[config.mk]
export PLATFORM = sky130hd
export DESIGN_NAME = irq_ctrl
export DESIGN_NICKNAME = d
export VERILOG_FILES = /design/src/rtl/irq_ctrl.sv
export SDC_FILE = /design/constraint.sdc
export NUM_CORES = 1
export LEC_CHECK = 0
export ABC_AREA = 0
export BUFFER_PORTS_ARGS = -buffer_cell sky130_fd_sc_hd__buf_2
export CAP_MARGIN = 5
export CORE_MARGIN = 3
export CORE_UTILIZATION = 25
export CTS_BUF_LIST = sky130_fd_sc_hd__clkbuf_4 sky130_fd_sc_hd__clkbuf_8 sky130_fd_sc_hd__clkbuf_16
export CTS_CLUSTER_DIAMETER = 80
export DETAILED_ROUTE_END_ITERATION = 10
export GPL_ROUTABILITY_DRIVEN = 0
export PLACE_DENSITY_LB_ADDON = 0.2
export SLEW_MARGIN = 20
export SYNTH_ARGS = -nofsm -noshare
export SYNTH_HDL_FRONTEND = slang
export SYNTH_SLANG_ARGS = --single-unit
[constraint.sdc]
create_clock -name clk -period 1.8 [get_ports clk]
set_input_delay 0.36 -clock clk [delete_from_list [all_inputs] [get_ports clk]]
set_output_delay 0.36 -clock clk [all_outputs]
set_load 0.01 [all_outputs]
[src/rtl/irq_ctrl.sv]
// irq_ctrl: interrupt controller for the 6502 system bus.
// Collects up to NSRC interrupt requests, applies per-source edge/level mode,
// mask and a global enable, and drives a registered level-sensitive CPU IRQ.
// Firmware reads a priority-encoded source ID. Bit 0 has the highest priority.
//
// Ports:
//   clk    in   CPU clock
//   reset  in   asynchronous active-low reset
//   cs     in   chip select from address decode
//   we     in   write enable, qualified by cs
//   rs     in   register select (CPU_AB[2:0])
//   din    in   CPU write data
//   dout   out  registered read data, valid one cycle after the address
//   src    in   raw interrupt requests, active-high, may be off-chip
//   irq    out  registered interrupt request to the CPU, active-high
//
// Register map (rs): 0 RAW, 1 PEND (W1C), 2 MASK, 3 EDGE, 4 ID, 5 CTRL, 6/7 zero.
module irq_ctrl #(
  parameter int unsigned NSRC = 8
) (
  input  logic            clk,
  input  logic            reset,
  input  logic            cs,
  input  logic            we,
  input  logic [2:0]      rs,
  input  logic [7:0]      din,
  output logic [7:0]      dout,
  input  logic [NSRC-1:0] src,
  output logic            irq
);

  logic [NSRC-1:0] s1_q, s2_q, prev_q;
  logic [NSRC-1:0] pend_q, pend_d;
  logic [NSRC-1:0] mask_q, edge_q;
  logic            gie_q;
  logic [7:0]      dout_q, dout_d;
  logic            irq_q, irq_d;

  logic [NSRC-1:0] rise, active, din_src;
  logic            wr, rd, wr_pend, wr_mask, wr_edge, wr_ctrl;
  logic            id_any;
  logic [2:0]      id_idx;

  assign wr      = cs & we;
  assign rd      = cs & ~we;
  assign wr_pend = wr & (rs == 3'd1);
  assign wr_mask = wr & (rs == 3'd2);
  assign wr_edge = wr & (rs == 3'd3);
  assign wr_ctrl = wr & (rs == 3'd5);
  assign din_src = din[NSRC-1:0];

  assign rise   = s2_q & ~prev_q;
  assign active = pend_q & mask_q;

  // Pending update. Switching a bit into edge mode discards its old level
  // state; a detected edge always beats a W1C or a mode-switch clear.
  always_comb begin
    pend_d = pend_q;
    for (int unsigned i = 0; i < NSRC; i++) begin
      if (wr_edge && din_src[i] && !edge_q[i]) begin
        pend_d[i] = rise[i];
      end else if (edge_q[i]) begin
        if (rise[i]) begin
          pend_d[i] = 1'b1;
        end else if (wr_pend && din_src[i]) begin
          pend_d[i] = 1'b0;
        end
      end else begin
        pend_d[i] = s2_q[i];
      end
    end
  end

  // Lowest-numbered active source wins.
  always_comb begin
    id_any = |active;
    id_idx = '0;
    for (int unsigned i = NSRC; i > 0; i--) begin
      if (active[i-1]) begin
        id_idx = 3'(i - 1);
      end
    end
  end

  always_comb begin
    dout_d = dout_q;
    if (rd) begin
      dout_d = '0;
      unique case (rs)
        3'd0: dout_d[NSRC-1:0] = s2_q;
        3'd1: dout_d[NSRC-1:0] = pend_q;
        3'd2: dout_d[NSRC-1:0] = mask_q;
        3'd3: dout_d[NSRC-1:0] = edge_q;
        3'd4: dout_d = {id_any, 4'b0000, id_idx};
        3'd5: dout_d[0] = gie_q;
        default: dout_d = '0;
      endcase
    end
  end

  assign irq_d = gie_q & (|active);

  always_ff @(posedge clk or negedge reset) begin
    if (!reset) begin
      s1_q   <= '0;
      s2_q   <= '0;
      prev_q <= '0;
      pend_q <= '0;
      mask_q <= '0;
      edge_q <= '0;
      gie_q  <= 1'b0;
      dout_q <= '0;
      irq_q  <= 1'b0;
    end else begin
      s1_q   <= src;
      s2_q   <= s1_q;
      prev_q <= s2_q;
      pend_q <= pend_d;
      dout_q <= dout_d;
      irq_q  <= irq_d;
      if (wr_mask) mask_q <= din_src;
      if (wr_edge) edge_q <= din_src;
      if (wr_ctrl) gie_q  <= din[0];
    end
  end

  assign dout = dout_q;
  assign irq  = irq_q;

endmodule

==> metrics.yaml <==
worst_setup_path:
  worstPathMaxFanout: 4
  regToRegSetupSlack_ns: 0.31
  rr_worst_depth: 5
  crit_path_start_kind: "flop"
  arrival_ns: 1.71
  end_kind: "flop"
  cp.required_ns: 2.01
  r2r_end: "dout[7]$_DFFE_PN0P_"
  slowest_delay_ns: 0.42
  worstSetupPathType: "reg -> reg"
  r2r_start: "pend_q[5]$_DFFE_PN0P_"
  slowest_stage: "dfrtp_1"
  setup.worst_path.start: "pend_q[5]$_DFFE_PN0P_"
  crit_chain: "a22o_1 > nor2b_1 > nand3_1 > a22oi_1 > o21ai_0"
floorplan:
  initial_core_util: 0.265
  die_h_um: 103
  num_rows: 34
  fp.dieW_um: 103
  die-area_sq_um: 10700
  fp.coreArea_sq_um: 8980
  ioPinCount: 32
timing:
  drv_slew: 0
  setup_tns_ns: 0
  finalCritPeriodShare: 0.830
  rsz0062_at_grt: "false"
  finClkSkew_ns: 0.00727
  max_slew_margin: 0.661
  worst_slew_pin_slew_ns: 0.506
  fmax_mhz: 669
  hold_violations: 0
  setup_viol: 0
  fin_crit_ns: 1.49
yosys:
  ys_async_sr_fraction: 1.00
  synth_top_area_share: 0.611
  synth.most_common_cell: "dfrtp_1"
  ys_warn_count: 0
  syn_area_sq_um: 2370
  syn_nets: 190
  ys_types: 32
  synth_area_per_cell_sq_um: 14.2
  ys_ff_latch: 58
  synth.top_cells.by_count: "58 x dfrtp_1, 18 x mux2_2, 14 x nand2_1, 12 x a21oi_1"
  yosysSeqAreaShare: 0.611
  yosysTopAreaCell: "dfrtp_1"
  synth_area_leaders: "dfrtp_1 61%, mux2_2 8.5%, mux4_2 5.7%, a32o_1 3.8%, a21oi_1 2.5%"
  synth_top_flop_cell: "dfrtp_1"
  synth_edf_count: 0
  synthCells: 167
placement:
  place_area_sq_um: 2790
  portBuffers: 31
  place_inst: 330
  dp_hpwl_um: 3850
detailed_routing:
  post-route-drc-count: 0
  vias: 1575
  wl_met3_um: 269
  wl_per_cell_um: 15.5
  routed_via_density: 4.54
  drtPass1Iterations: 4
  met1_length_um: 2490
  top_layer_used: "met4"
  wl_um: 5360
  drtIter0Drc: 70
  wl_met2_um: 2530
  ant_nets: 0
cts:
  htreeDepth: 3
  cts_buffer_depth: 2
  cts_setup_buffers: 0
  cts_buffers: 9
  cts_resized: 0
  clk_latency_ns: 0.33
  cts.sinks: 58
  cts_root_buf: "clkbuf_8"
  clk_pin_slew_ns: 0.07
  cts_hold_buffers: 1
  cts_tree: "built"
worst_hold_path:
  whs_endpoint: "s1_q[6]$_DFF_PN0_"
  whs_path_depth: 1
  holdCritPathClass: "in -> reg"
  min_from: "src[6]"
final_layout:
  antenna_cells: 0
  fin_util: 0.333
  drive_above_1_share: 0.394
  instances_no_fill: 347
  nets: 239
  areaGrowthSynthToFinish_pct: 26.0
  stdcell_area_sq_um: 2990
power_and_ir_drop:
  p_comb_frac: 0.164
  power_mw: 3.34
  power_density_nw_per_um2: 1120
  pwr-share-clk: 0.337
  p_int_mw: 2.44
  p_switching_uw: 895
  irDropWorstVdd_mv: 0.348
  sequentialPowerShare: 0.499
  power.leakage_nw: 1.29
  p_sw_frac: 0.268
global_routing:
  grt_util_all_layers: 0.115
  grt_pass1_vias: 1682
  antenna_found_initial: 0
  grt_max_degree: 46
  grt_remaining_overflow: 0
  grt_pass1_wl_um: 8960
run:
  drv_cap: 0
status:
  status: "completed"
-- critical path: cells and delay by family (launching register included) --
family / cells / cell delay (ns)
simple gates: 2 / 0.36
flops: 1 / 0.42
compound gates: 3 / 0.60
-- cells by family after synthesis --
group / Yosys count / share of synthesized area
multiplexers: 26 / 0.158
AO/OA/AOI/OAI: 39 / 0.124
buffers and inverters: 9 / 0.0184
flip-flops: 58 / 0.611
AND/OR/NAND/NOR: 35 / 0.0885
-- worst max-delay path by stage --
stage,slack [ns],to,cells past startpoint
detailed placement,0.11,pend_q[6]$_DFFE_PN0P_,7
finish,0.31,dout[7]$_DFFE_PN0P_,5
floorplan,0.25,pend_q[0]$_DFFE_PN0P_,6
CTS,0.33,dout[7]$_DFFE_PN0P_,5
global placement,0.13,pend_q[2]$_DFFE_PN0P_,7
global route,0.23,dout[7]$_DFFE_PN0P_,5
-- power by group through the flow --
stage | Sequential (mW) | Clock [mW] | Combinational, mW
2_1_floorplan | 1.65 | 0 | 0.354
3_3_place_gp | 1.69 | 0 | 0.544
3_5_place_dp | 1.69 | 0 | 0.550
4_1_cts | 1.67 | 1.18 | 0.554
5_1_grt | 1.70 | 1.23 | 0.610
6_report | 1.66 | 1.13 | 0.548
-- cell usage in the layout (no fill, tap or decap), drive strengths merged, types with 4 or more instances in the layout --
cell type and count:
a21oi 12, dfrtp 58, nand2b 9, mux4 7, a22oi 5, buf 42
mux2 18, clkbuf 14, inv 4, nor4 5, a22o 5, a32o 9
nand2 14
-- area by class of cell --
type | count | area [sq um]
multi-input combinational | 100 | 880
inverter | 4 | 15.0
sequential | 58 | 1450
tap | 126 | 158
clock buffer | 14 | 180
fill | 913 | 5980
timing repair buffer | 43 | 298
clock inverter | 2 | 10.0
-- sequential cells by signal (all words and copies together), names as in the netlist --
name	count
s2_q	8
edge_q	8
prev_q	8
mask_q	8
dout	8
irq	1
gie_q	1
s1_q	8
pend_q	8
-- routing by layer --
layer  up-vias  track usage
li1        739            -
met1       789        0.148
met2        38        0.175
met3         9       0.0456
met4         0       0.0418
met5         -            0
-- stage by stage --
step / worst slack [ns] / hold slack (ns)
floorplan: 0.247 / 0.0644
global placement: 0.135 / 0.280
finish: 0.306 / 0.133
CTS: 0.334 / 0.109
global route: 0.234 / 0.102
detailed placement: 0.110 / 0.293
(Power assumes the default switching activity.)
